<file path="config.mk">
export PLATFORM = sky130hd
export DESIGN_NAME = instr_fetch_unit
export DESIGN_NICKNAME = d
export VERILOG_FILES = /design/src/rtl/instr_fetch_unit.sv
export SDC_FILE = /design/constraint.sdc
export NUM_CORES = 1
export LEC_CHECK = 0
export CORE_MARGIN = 3
export CORE_UTILIZATION = 41
export DETAILED_ROUTE_END_ITERATION = 10
export GPL_ROUTABILITY_DRIVEN = 0
export PLACE_DENSITY = 0.78
export SLEW_MARGIN = 5
export SYNTH_ARGS = -nofsm -noshare
export SYNTH_HDL_FRONTEND = slang
export SYNTH_SLANG_ARGS = --single-unit
</file>
<file path="constraint.sdc">
create_clock -name clk -period 1.8 [get_ports clk]
set_input_delay 0.18 -clock clk [delete_from_list [all_inputs] [get_ports clk]]
set_output_delay 0.18 -clock clk [all_outputs]
set_load 0.1 [all_outputs]
</file>
<file path="src/rtl/instr_fetch_unit.sv">
// Fetch stage: holds the PC, reads the synchronous program ROM and
// hands {instruction, PC} to next-PC/decode over a valid/ready handshake.
//
// Ports:
//   clk, rst          clock, synchronous active-high reset
//   run               fetch enable, sampled only while idle
//   rom_en, rom_addr  ROM read strobe and address (address = PC)
//   rom_data          ROM read data, valid the cycle after rom_en
//   instr_out, pc_out fetched instruction and its address
//   instr_valid       instr_out/pc_out valid, held until accepted
//   instr_ready       downstream accepts this cycle
//   next_pc           next fetch address, loaded on handshake
//   halted            halt opcode retired, fetching stopped
//   fetch_count       retired-instruction count (wraps)
module instr_fetch_unit #(
    parameter int                INSTR_W  = 8,
    parameter int                PC_W     = 4,
    parameter logic [PC_W-1:0]   RESET_PC = '0,
    parameter logic [3:0]        HALT_OP  = 4'b1111
) (
    input  logic               clk,
    input  logic               rst,
    input  logic               run,
    output logic               rom_en,
    output logic [PC_W-1:0]    rom_addr,
    input  logic [INSTR_W-1:0] rom_data,
    output logic [INSTR_W-1:0] instr_out,
    output logic [PC_W-1:0]    pc_out,
    output logic               instr_valid,
    input  logic               instr_ready,
    input  logic [PC_W-1:0]    next_pc,
    output logic               halted,
    output logic [7:0]         fetch_count
);

    typedef enum logic [2:0] {
        S_IDLE,
        S_FETCH,
        S_WAIT,
        S_PRESENT,
        S_HALT
    } state_t;

    state_t               state_q;
    state_t               state_d;
    logic [PC_W-1:0]      pc_q;
    logic [INSTR_W-1:0]   instr_q;
    logic [7:0]           count_q;
    logic                 handshake;
    logic                 is_halt;

    assign handshake = (state_q == S_PRESENT) && instr_ready;
    assign is_halt   = (instr_q[6:3] == HALT_OP);

    always_ff @(posedge clk) begin
        if (rst) begin
            state_q <= S_IDLE;
        end else begin
            state_q <= state_d;
        end
    end

    always_comb begin
        state_d     = state_q;
        rom_en      = 1'b0;
        instr_valid = 1'b0;
        halted      = 1'b0;
        unique case (state_q)
            S_IDLE: begin
                if (run) state_d = S_FETCH;
            end
            S_FETCH: begin
                rom_en  = 1'b1;
                state_d = S_WAIT;
            end
            S_WAIT: begin
                state_d = S_PRESENT;
            end
            S_PRESENT: begin
                instr_valid = 1'b1;
                if (instr_ready) state_d = is_halt ? S_HALT : S_FETCH;
            end
            S_HALT: begin
                halted = 1'b1;
            end
            default: begin
                state_d = S_IDLE;
            end
        endcase
    end

    // ROM data is captured only in WAIT, so a read left pending by a
    // reset lands while idle and is never latched.
    always_ff @(posedge clk) begin
        if (rst) begin
            pc_q    <= RESET_PC;
            instr_q <= '0;
            count_q <= '0;
        end else begin
            if (state_q == S_WAIT) instr_q <= rom_data;
            if (handshake) begin
                pc_q    <= next_pc;
                count_q <= count_q + 8'd1;
            end
        end
    end

    assign rom_addr    = pc_q;
    assign pc_out      = pc_q;
    assign instr_out   = instr_q;
    assign fetch_count = count_q;

endmodule

</file>
==> run metrics <==
Final Setup Violations=0; die area=3022 sq um; GRT Overall Usage=0.1495; switching share of power=0.3326; outcome=finished clean; routed length per instance=12.17 um; FILL cells=192; TritonCTS clock tree=built; gr ovfl total=0; peak supply drop=488.7 uV; Combinational Power Share=0.273; critical path class=flop to flop; post-CTS setup buffer count=0; Netlist Area Pre-Place=983.4 sq um; DRC viols=0; Die Y-Extent=54.98 um; internal power=714.5 uW; final worst-path cycle share=0.8742; crit path launch type=flop; Post-synth EDFFs=0; Antenna Cells=0; CTS H-tree lvls=1; clock sinks=23; Synth Register Bits=23; final hold violations=0; setup TNS=0 ns; Synth async-reset ratio=0; Post-CTS Hold Fix Bufs=0; cts bufs inserted=3; Post-CTS Resized=0; Worst Path Required=2.03 ns; CTS root buffer=clkbuf_4; CTS Buffer Depth=2; final net count=161; hpwl dp=1631 um; Reg clk slew, reported paths=0.12 ns; area of the multi-input gates=475.5 sq um; worst slew pin tran=0.4175 ns; Clock power frac=0.210; FP Rows=17; initial core utilization=0.4403; FF/Latch Area=466.7 sq um; Mapped Nets=119; Leakage=0.6248 nW; Mapped Cells=102; Ports=43; number of global-route vias before repair=817; Max Clk Rate=0.6355 GHz; Psw=356.1 uW; Worst Clk Skew=0.001900 ns; relative slew slack=0.7213; leading area contributor after synthesis=dfxtp_1; via count=854; DRT antenna net count=0; later-pin clock latency in the skew report=0.29 ns; Initial DRT Pass Iterations=3; post-layout minimum cycle time=1.574 ns; utilization after layout=0.6443; Avg Cell Area, Syn=9.642 sq um; Routed WL=2081 um; Synth area leaders=dfxtp_1 (47%), mux2i_1 (13%), nor2_1 (6.1%); initial antenna violation count=0; crit end category=flop; share of layout cells above drive strength 1=0.3077; Placeable Area=2233 sq um; area grow syn2layout=46.31%; placed inst area=1413 sq um; Port Buf Inserts=42; Tot Pwr=1.071 mW; Synth cell types=27; max-slew violation count=0; initial drt markers=8; largest net degree at the start of global routing=16; Final Instance Area=1439 sq um; vias per cell=4.994; Max-cap violations=0; Main synth FF type=dfxtp_1; Layout Cells excl Fill=171; dpl cells=167; Horiz. Die Dim=54.98 um; worst endpoint data arrival time=1.80 ns; Hold Path Class=input pin to flop; Power Density=744.0 nW/um^2; RSZ-0062 raised after global routing=no; Synth top area share=0.4682; sequential area share after synthesis=0.4682; CP Max Fanout=12; Synth warnings=0; Reg power frac=0.517; first-pass GRT wire length=3277 um
## cell usage after synthesis, types with 2 or more instances
master	count
nand2_1	2
buf_2	2
o21ai_0	5
inv_1	2
o31ai_1	2
nand3_1	4
dfxtp_1	23
a21oi_1	5
mux2i_1	13
clkbuf_1	2
or4_1	2
or3_1	3
buf_4	6
nor3b_1	3
nor2_1	16
## state kept, by name, summed over array words and instances (netlist names)
signal / cells
state_q: 3
instr_out: 8
pc_out: 4
fetch_count: 8
## routing by layer
metal,GRT usage,wire [um],vias to the layer above
met5,0,0,-
met1,0.1774,961,390
met3,0.03217,147,2
li1,-,-,433
met2,0.2657,956,29
met4,0.04858,14,0
## metrics by stage
step           worst slack, ns  hold slack [ns]
2_1_floorplan          0.04137           0.2528
3_3_place_gp            0.1462           0.4787
3_5_place_dp            0.1054           0.4865
4_1_cts                 0.2227           0.4668
5_1_grt                 0.1138           0.4671
6_report                0.2265           0.4772
## logic make-up after synthesis
logic type / after synthesis / share of synthesized area
compound gates: 15 / 0.09160
buf+inv: 12 / 0.07125
simple gates: 36 / 0.2036
mux: 14 / 0.1438
xor+xnor: 1 / 0.008907
fa+ha+maj: 1 / 0.01272
flops: 23 / 0.4682
## power groups by stage
stage	combinational, mW	clock, mW	sequential [mW]
6_report	0.292	0.225	0.553
3_5_place_dp	0.295	0	0.565
3_3_place_gp	0.291	0	0.564
5_1_grt	0.305	0.253	0.558
2_1_floorplan	0.123	0	0.649
4_1_cts	0.295	0.236	0.554
## final cells by class
cell class	count	area share
Clock buffer	4	0.01826
Inverter	2	0.005217
Multi-Input combinational cell	67	0.3304
Sequential cell	23	0.3243
Tap cell	28	0.02435
Timing Repair Buffer	47	0.2974
## cell usage in the layout (no fill, tap or decap)
cell and count:
nor3_1 1, dfxtp_2 5, mux2i_1 13, nand4_1 1, or4_1 2, ha_1 1, o31ai_1 2, nor3b_4 2
a211oi_1 1, buf_12 3, nor3b_1 1, o21bai_1 1, clkbuf_1 1, nand3_1 4, or3_1 3, nor4_1 1
dfxtp_1 18, nand4b_4 1, buf_4 29, xor2_1 1, a21oi_1 5, clkbuf_4 3, clkdlybuf4s50_1 15, o21ai_0 5
inv_1 2, nor2_1 16, nand2_1 2, and3b_1 1, o21ba_2 1, nor2b_1 1, mux2_1 1
## final timing paths
check | start | to | slack, ns | cells past startpoint
setup reg to reg | state_q[1]$_SDFFE_PP0P_ | fetch_count[3]$_SDFFE_PP0P_ | 0.23 | 4
hold reg to reg | fetch_count[4]$_SDFFE_PP0P_ | fetch_count[4]$_SDFFE_PP0P_ | 0.51 | 2
hold / removal | next_pc[1] | pc_out[1]$_SDFFE_PP0P_ | 0.48 | 3
setup / recovery | state_q[1]$_SDFFE_PP0P_ | fetch_count[3]$_SDFFE_PP0P_ | 0.23 | 4
## worst max-delay path, cell delays in order, from the launching register on
cell	delay, ns
dfxtp_1	0.59
nand4b_4	0.19
buf_4	0.22
or3_1	0.35
a21oi_1	0.14
Note: power is estimated with default switching activity, not from simulation.
